--- src/rtl/parity_arb.sv ---
// Round-robin arbiter sharing one XOR-reduction parity unit among R requesters.
// Define PARITY_ARB_ODD_EN to report odd parity instead of even parity.
module parity_arb #(
    parameter int N = 8,
    parameter int R = 4,
    parameter int W = $clog2(R)
) (
    input  logic           clk,
    input  logic           rst,
    input  logic [R-1:0]   req,
    input  logic [R*N-1:0] data,
    output logic [R-1:0]   gnt,
    output logic           out_valid,
    input  logic           out_ready,
    output logic           out_par,
    output logic [W-1:0]   out_id
);

    typedef enum logic [1:0] {IDLE, CALC, HOLD} state_t;

    state_t         state, state_d;
    logic [W-1:0]   ptr, ptr_d;
    logic [W-1:0]   id, id_d;
    logic [W-1:0]   out_id_d;
    logic [N-1:0]   opnd, opnd_d;
    logic [R-1:0]   gnt_d;
    logic           out_valid_d, out_par_d;
    logic           found;
    logic [W-1:0]   win;
    logic           par;

    // Index ptr+i folded back into 0..R-1 without a divider.
    function automatic logic [W-1:0] wrap(input int v);
        return (v >= R) ? W'(v - R) : W'(v);
    endfunction

    always_comb begin
        found = 1'b0;
        win   = '0;
        for (int i = 0; i < R; i++) begin
            if (!found && req[wrap(int'(ptr) + i)]) begin
                found = 1'b1;
                win   = wrap(int'(ptr) + i);
            end
        end
    end

`ifdef PARITY_ARB_ODD_EN
    assign par = ~^opnd;
`else
    assign par = ^opnd;
`endif

    always_comb begin
        state_d     = state;
        ptr_d       = ptr;
        id_d        = id;
        opnd_d      = opnd;
        gnt_d       = '0;
        out_valid_d = out_valid;
        out_par_d   = out_par;
        out_id_d    = out_id;
        unique case (state)
            IDLE: begin
                if (found) begin
                    opnd_d  = data[win*N +: N];
                    id_d    = win;
                    gnt_d   = R'(1) << win;
                    state_d = CALC;
                end
            end
            CALC: begin
                out_par_d   = par;
                out_id_d    = id;
                out_valid_d = 1'b1;
                state_d     = HOLD;
            end
            HOLD: begin
                if (out_ready) begin
                    out_valid_d = 1'b0;
                    ptr_d       = (id == W'(R - 1)) ? '0 : id + W'(1);
                    state_d     = IDLE;
                end
            end
            default: state_d = IDLE;
        endcase
    end

    always_ff @(posedge clk) begin
        if (rst) begin
            state     <= IDLE;
            ptr       <= '0;
            id        <= '0;
            opnd      <= '0;
            gnt       <= '0;
            out_valid <= 1'b0;
            out_par   <= 1'b0;
            out_id    <= '0;
        end else begin
            state     <= state_d;
            ptr       <= ptr_d;
            id        <= id_d;
            opnd      <= opnd_d;
            gnt       <= gnt_d;
            out_valid <= out_valid_d;
            out_par   <= out_par_d;
            out_id    <= out_id_d;
        end
    end

endmodule

--- config.mk ---
export PLATFORM = sky130hd
export DESIGN_NAME = parity_arb
export DESIGN_NICKNAME = d
export VERILOG_FILES = /design/src/rtl/parity_arb.sv
export SDC_FILE = /design/constraint.sdc
export NUM_CORES = 1
export LEC_CHECK = 0
export CORE_MARGIN = 1
export CORE_UTILIZATION = 45
export DETAILED_ROUTE_END_ITERATION = 10
export GPL_TIMING_DRIVEN = 1
export PLACE_DENSITY = 0.87
export SLEW_MARGIN = 5
export SYNTH_ARGS = -nofsm -noshare
export SYNTH_HDL_FRONTEND = slang
export SYNTH_SLANG_ARGS = --single-unit
--- constraint.sdc ---
create_clock -name clk -period 3.4 [get_ports clk]
set_input_delay 0.34 -clock clk [delete_from_list [all_inputs] [get_ports clk]]
set_output_delay 0.34 -clock clk [all_outputs]
set_load 0.01 [all_outputs]
==> results.tsv, run 1 <==
metric	value	unit
max_cap viols	0	
CP Buf/Inv Count	1	
Clk pwr share	0.219	
hold buffer count at CTS	0	
Row Count	17	
final wirelength	2530	µm
sw frac	0.274	
layout cell share with drive strength beyond 1	0.0828	
# fillers	180	
CTS root buf	clkbuf_4	
Leak Pwr	0.617	nW
Setup CP Type	primary input to flip-flop	
Final Cycle Share	0.522	
grt total ovfl	0	
post-CTS setup buffers	0	
Worst path slowest cell	clkdlybuf4s50_1	
TritonCTS clock tree	done	
clock tree buffer depth	2	
die area	2680	µm²
Die Wd	51.8	µm
Pre-Repair DR Iteration Count	4	
Initial Utilization	0.490	
vias in the first global route	993	
Tmin final	1.78	ns
Flop pwr share	0.478	
dominant cells by area after synthesis	dfxtp_1 39%, mux2i_1 20%, o221ai_1 6.3%	
status	completed	
Yosys reg bits	22	
initial drt markers	7	
Max Freq	563	MHz
Clock Latency Late Sink	0.30	ns
final count of hold timing violations	0	
worst slew pin tran	0.518	ns
GPL Wtd Cong	0.750	
DRC violations left	0	
Slew HR	0.652	
Core Area	2280	µm²
CP arrival	1.95	ns
number of buffers created by CTS	3	
# setup viols final	0	
IO Port Bufs	46	
Yosys cell types	28	
total power	0.645	mW
Slew Viols, Final	0	
Avg WL per Cell	13.7	µm
Yosys warning count	0	
mean post-synth cell area	10.1	µm²
Setup Skew	0.00738	ns
post-route setup TNS	0	ns
GRT Util Overall	0.214	
P_sw	0.177	mW
cells after synthesis	110	
hpwl dp	2040	µm
initial antenna violation count	0	
Pint	0.468	mW
Worst path max stage delay	0.53	ns
sequential share of the synthesized area	0.395	
critical path fanouts, max	20	
logic gate share of total power	0.303	
Synth Net Count	150	
clock slew at reported path FFs	0.12	ns
Max IR drop VDD	0.303	mV
Nets	198	
via/cell ratio	5.38	
Synth Cell Area	1120	µm²
antenna cell count	0	
critical path endpoint category	flip-flop	
power per cell area	397	nW/µm²
first-pass GRT wire length	4190	µm
RSZ-0062 raised after global routing	false	
worst path cell trace	clkdlybuf4s50_1 > nand2b_2 > a21oi_2 > o32a_4 > mux2i_1 > o221ai_1	
largest net degree at the start of global routing	21	
PostCTS Resize Cnt	0	
area delta synth->final	45.3	%
area leader, netlist	dfxtp_1	
HP Class	flip-flop to flip-flop	
# H-tree levels	1	
I/O pin total	47	
DR vias	996	
Crit path max-delay family	compound AO/OA/AOI/OAI gates	
post-route ant nets	0	
startpoint type of the worst setup path	primary input	
TritonCTS Sinks	22	
Synth top area share	0.395	
Die Y	51.8	µm
Worst Hold Slack	0.501	ns
required time worst endpoint	3.57	ns
[final timing paths]
kind	start	end	slack, ns	cells after the start
worst min-delay path	opnd[4]	opnd[4]	0.50	2
worst max-delay path	req[1]	opnd[7]	1.62	6
worst min register to register	opnd[4]	opnd[4]	0.50	2
worst max register to register	ptr[0]	opnd[7]	1.77	5
[cell usage in the layout (no fill, tap or decap), types with 2 or more instances in the layout]
| master | count |
|---|---|
| xnor2_1 | 6 |
| o221ai_1 | 8 |
| dfxtp_1 | 22 |
| nand2b_1 | 2 |
| mux2i_1 | 22 |
| nand2_1 | 9 |
| clkbuf_4 | 3 |
| nor2b_1 | 3 |
| a21oi_1 | 4 |
| clkdlybuf4s50_1 | 46 |
| nor2_1 | 12 |
| nor3_1 | 3 |
[Yosys cell counts (all sizes together)]
library cell and n:
ha 1, a211oi 1, o21a 1, xnor2 6, nor3 3, clkbuf 1
nand2 10, nand2b 3, buf 2, nor4 2, o32a 1, o221ai 8
inv 1, mux2i 22, nand3b 1, nor2b 3, a21oi 5, and2b 1
xor2 1, nor2 13, or3b 1, o31ai 1, dfxtp 22
[flip-flops by register name, summed over array words and instances (netlist names)]
signal	cells
opnd	8
gnt	4
out_id	2
out_valid	1
ptr	2
id	2
out_par	1
state	2
[area by class of cell]
class	instances	area [µm²]	share of cell area
sequential	22	440	0.272
multi-input combinational	84	646	0.398
clock buffer	4	36.3	0.0224
timing repair buffer	46	460	0.284
tap	28	35.0	0.0216
inverter	1	3.75	0.00231
[power groups by stage]
stage | combinational, mW | clock [mW] | sequential, mW
5_1_grt | 0.213 | 0.156 | 0.311
4_1_cts | 0.198 | 0.146 | 0.307
6_report | 0.196 | 0.141 | 0.308
3_3_place_gp | 0.191 | 0 | 0.311
3_5_place_dp | 0.198 | 0 | 0.313
2_1_floorplan | 0.117 | 0 | 0.311
[metal layers]
layer | vias up | part of all wire | global-route usage
li1 | 492 | - | -
met1 | 477 | 0.42 | 0.229
met2 | 25 | 0.54 | 0.387
met3 | 2 | 0.029 | 0.0497
met4 | 0 | 0.011 | 0.113
met5 | - | 0 | 0
[metrics by stage]
step | util | instances | setup slack, ns | area [µm²]
2_1_floorplan | - | 110 | 2.02 | 1120
3_3_place_gp | 0.697 | 181 | 1.39 | 1590
3_5_place_dp | 0.697 | 181 | 1.29 | 1590
4_1_cts | 0.712 | 185 | 1.64 | 1620
5_1_grt | 0.712 | 185 | 1.45 | 1620
6_report | 0.712 | 185 | 1.62 | 1620
[cell families after synthesis]
logic type	count (synthesis)	share of synthesized area
adder cells (fa/ha/maj)	1	0.0112
AO/OA/AOI/OAI	17	0.146
buffers and inverters	4	0.0269
AND/OR/NAND/NOR	37	0.169
multiplexers	22	0.197
XOR/XNOR	7	0.0549
flip-flops	22	0.395
[worst min-delay path, delay by kind of cell, from the launching register on]
family	cells	cell delay, ns
compound gates	1	0.06
flops	1	0.36
simple gates	1	0.06
Power figures use the tool's default switching activity.
==> inputs of run 2 (changes only) <==
CORE_UTILIZATION = 38   (was 45)
PLACE_DENSITY = 0.79   (was 0.87)
clock period = 1.6 ns   (was 3.4 ns; I/O delays follow)
==> run 2 against run 1 <==
  * Utilization decreased by 9.1 points
  * Setup slack got worse by 1.6 ns
  * Largest power group unchanged
  * Non-clock buffer count increased by 7
  * Sequential share of layout area decreased by 1.3 points
  * Largest cell class unchanged
  * Register-to-register slack got worse by 1.7 ns
==> results.tsv, run 2 (same netlist as run 1, synthesis figures left out) <==
metric	value	unit	change
# fillers	236		+31%
number of buffers created by CTS	3		unchanged
post-route ant nets	0		unchanged
Worst Hold Slack	0.449	ns	-0.0513 ns
required time worst endpoint	1.79	ns	-1.78 ns
TritonCTS Sinks	22		unchanged
DRC violations left	0		unchanged
area delta synth->final	53.6	%	
most common library cell in the layout ignoring fill and taps	clkdlybuf4s50_1		
Final Cycle Share	0.955		
Cell Area, Placed	1620	µm²	+2.1%
Initial Utilization	0.405		-0.0857
Reg area	443	µm²	+0.57%
worst hold start	rst		
initial antenna violation count	0		unchanged
worst path cell trace	nand2b_1 > and2b_1 > o32a_2 > mux2i_1 > o221ai_1		
GPL Wtd Cong	0.747		-0.51%
r2r setup slk	0.07	ns	-1.70 ns
# H-tree levels	1		unchanged
IO Port Bufs	46		unchanged
Nets	207		+4.5%
Final Core Density	0.622		-0.0909
I/O pin total	47		unchanged
Slew Viols, Final	0		unchanged
Row Count	19		+2
Tmin final	1.53	ns	
hpwl dp	1970	µm	-3.3%
total power	1.41	mW	+120%
critical path fanouts, max	10		-50%
placed insts	188		+3.9%
Critical path origin	ptr[0]		
CP Buf/Inv Count	0		-1
Max Freq	655	MHz	
RSZ-0062 raised after global routing	true		
clock slew at reported path FFs	0.12	ns	about the same
clock tree buffer depth	2		unchanged
Die Wd	56.2	µm	+8.5%
critical path endpoint category	flip-flop		
Leak Pwr	0.667	nW	+8.0%
Setup CP Type	flip-flop to flip-flop		
# setup viols final	0		unchanged
Setup Skew	0.000559	ns	-0.00683 ns
Avg WL per Cell	13.7	µm	+0.23%
largest registers	opnd x8, gnt x4		
Pre-Repair DR Iteration Count	4		unchanged
Crit path max-delay family	compound AO/OA/AOI/OAI gates		
hold buffer count at CTS	0		unchanged
largest net degree at the start of global routing	13		-38%
via/cell ratio	5.27		-2.1%
antenna cell count	0		unchanged
Post-Layout Inst Area	1710	µm²	+5.7%
status	completed		
Worst path max stage delay	0.40	ns	-0.13 ns
Core Area	2760	µm²	+21%
non-filler instance count after layout	197		+6.5%
Die Y	56.2	µm	+8.5%
final count of hold timing violations	0		unchanged
worst r2r src	ptr[0]		
first-pass GRT wire length	4380	µm	+4.6%
final wirelength	2700	µm	+6.7%
Clock Latency Late Sink	0.30	ns	about the same
startpoint type of the worst setup path	flip-flop		
CTS root buf	clkbuf_4		
GRT Util Overall	0.177		-0.0374
CP arrival	1.72	ns	-0.23 ns
DR vias	1038		+4.2%
initial drt markers	28		+21
post-route setup TNS	0	ns	unchanged
multi-input logic area	677	µm²	+4.8%
most frequent cells in the layout	45 x clkdlybuf4s50_1, 22 x mux2i_1, 20 x dfxtp_1		
Worst path slowest cell	dfxtp_2		
max_cap viols	0		unchanged
TritonCTS clock tree	done		
power per cell area	824	nW/µm²	+110%
final worst slack	0.0723	ns	-1.55 ns
Slew HR	0.697		+0.0445
HP Class	primary input to flip-flop		
max FFs per register	8		unchanged
layout cell share with drive strength beyond 1	0.151		+0.0678
pre-CTS setup slack	-0.253	ns	-1.54 ns
worst slew pin tran	0.455	ns	-0.0627 ns
Reg with most FFs	opnd		
vias in the first global route	1022		+2.9%
grt total ovfl	0		unchanged
Max IR drop VDD	0.539	mV	+78%
die area	3160	µm²	+18%
[run 2: changes by cell type in the layout (fill, tap and decap cells not counted)]
cell,delta
buf_4,+7
dfxtp_1,-2
dfxtp_2,+2
a211oi_2,-1
a211oi_4,+1
clkdlybuf4s50_1,-1
dlymetal6s2s_1,+1
nand2_2,+1
nor4_1,-1
nor4_2,+1
o32a_2,+1
[run 2: metal layers]
| metal | share of wire | global-route usage | wire (µm) |
|---|---|---|---|
| met1 | 0.39 | 0.199 | 1060 |
| met2 | 0.53 | 0.333 | 1440 |
| met3 | 0.037 | 0.0140 | 101 |
| met4 | 0.035 | 0.0836 | 94 |
| met5 | 0 | 0 | 0 |
[run 2: where the power goes]
| part | internal [mW] | leakage [nW] | total [mW] | switching, mW |
|---|---|---|---|---|
| registers | 0.607 | 0.182 | 0.652 | 0.0447 |
| clock network | 0.139 | 0.0210 | 0.303 | 0.164 |
| logic | 0.273 | 0.464 | 0.458 | 0.184 |
[run 2: layout make-up]
| class | count | area share |
|---|---|---|
| Tap cell | 31 | 0.0226 |
| Timing Repair Buffer | 53 | 0.301 |
| Inverter | 1 | 0.00219 |
| Multi-Input combinational cell | 86 | 0.395 |
| Sequential cell | 22 | 0.258 |
| Clock buffer | 4 | 0.0212 |
[run 2: worst register-to-register path, delay by kind of cell (launching register included)]
family           cells  cell delay [ns]
AND/OR/NAND/NOR      2             0.33
multiplexers         1             0.23
AO/OA/AOI/OAI        2             0.46
flip-flops           1             0.40
[run 2: timing repair]
item / CTS / global route
endpoints found under the hold margin: 0 / 0
buffers inserted: 0 / 3
pin swaps: 0 / 4
endpoints found under the setup margin: 3 / 8
cloned: 1 / 1
gates resized for setup: 0 / 6
[run 2: final timing paths]
| kind | end | cells after the start |
|---|---|---|
| worst min register to register | opnd[6] | 2 |
| worst max-delay path | opnd[5] | 5 |
| worst min-delay path | state[0] | 2 |
| worst max register to register | opnd[5] | 5 |
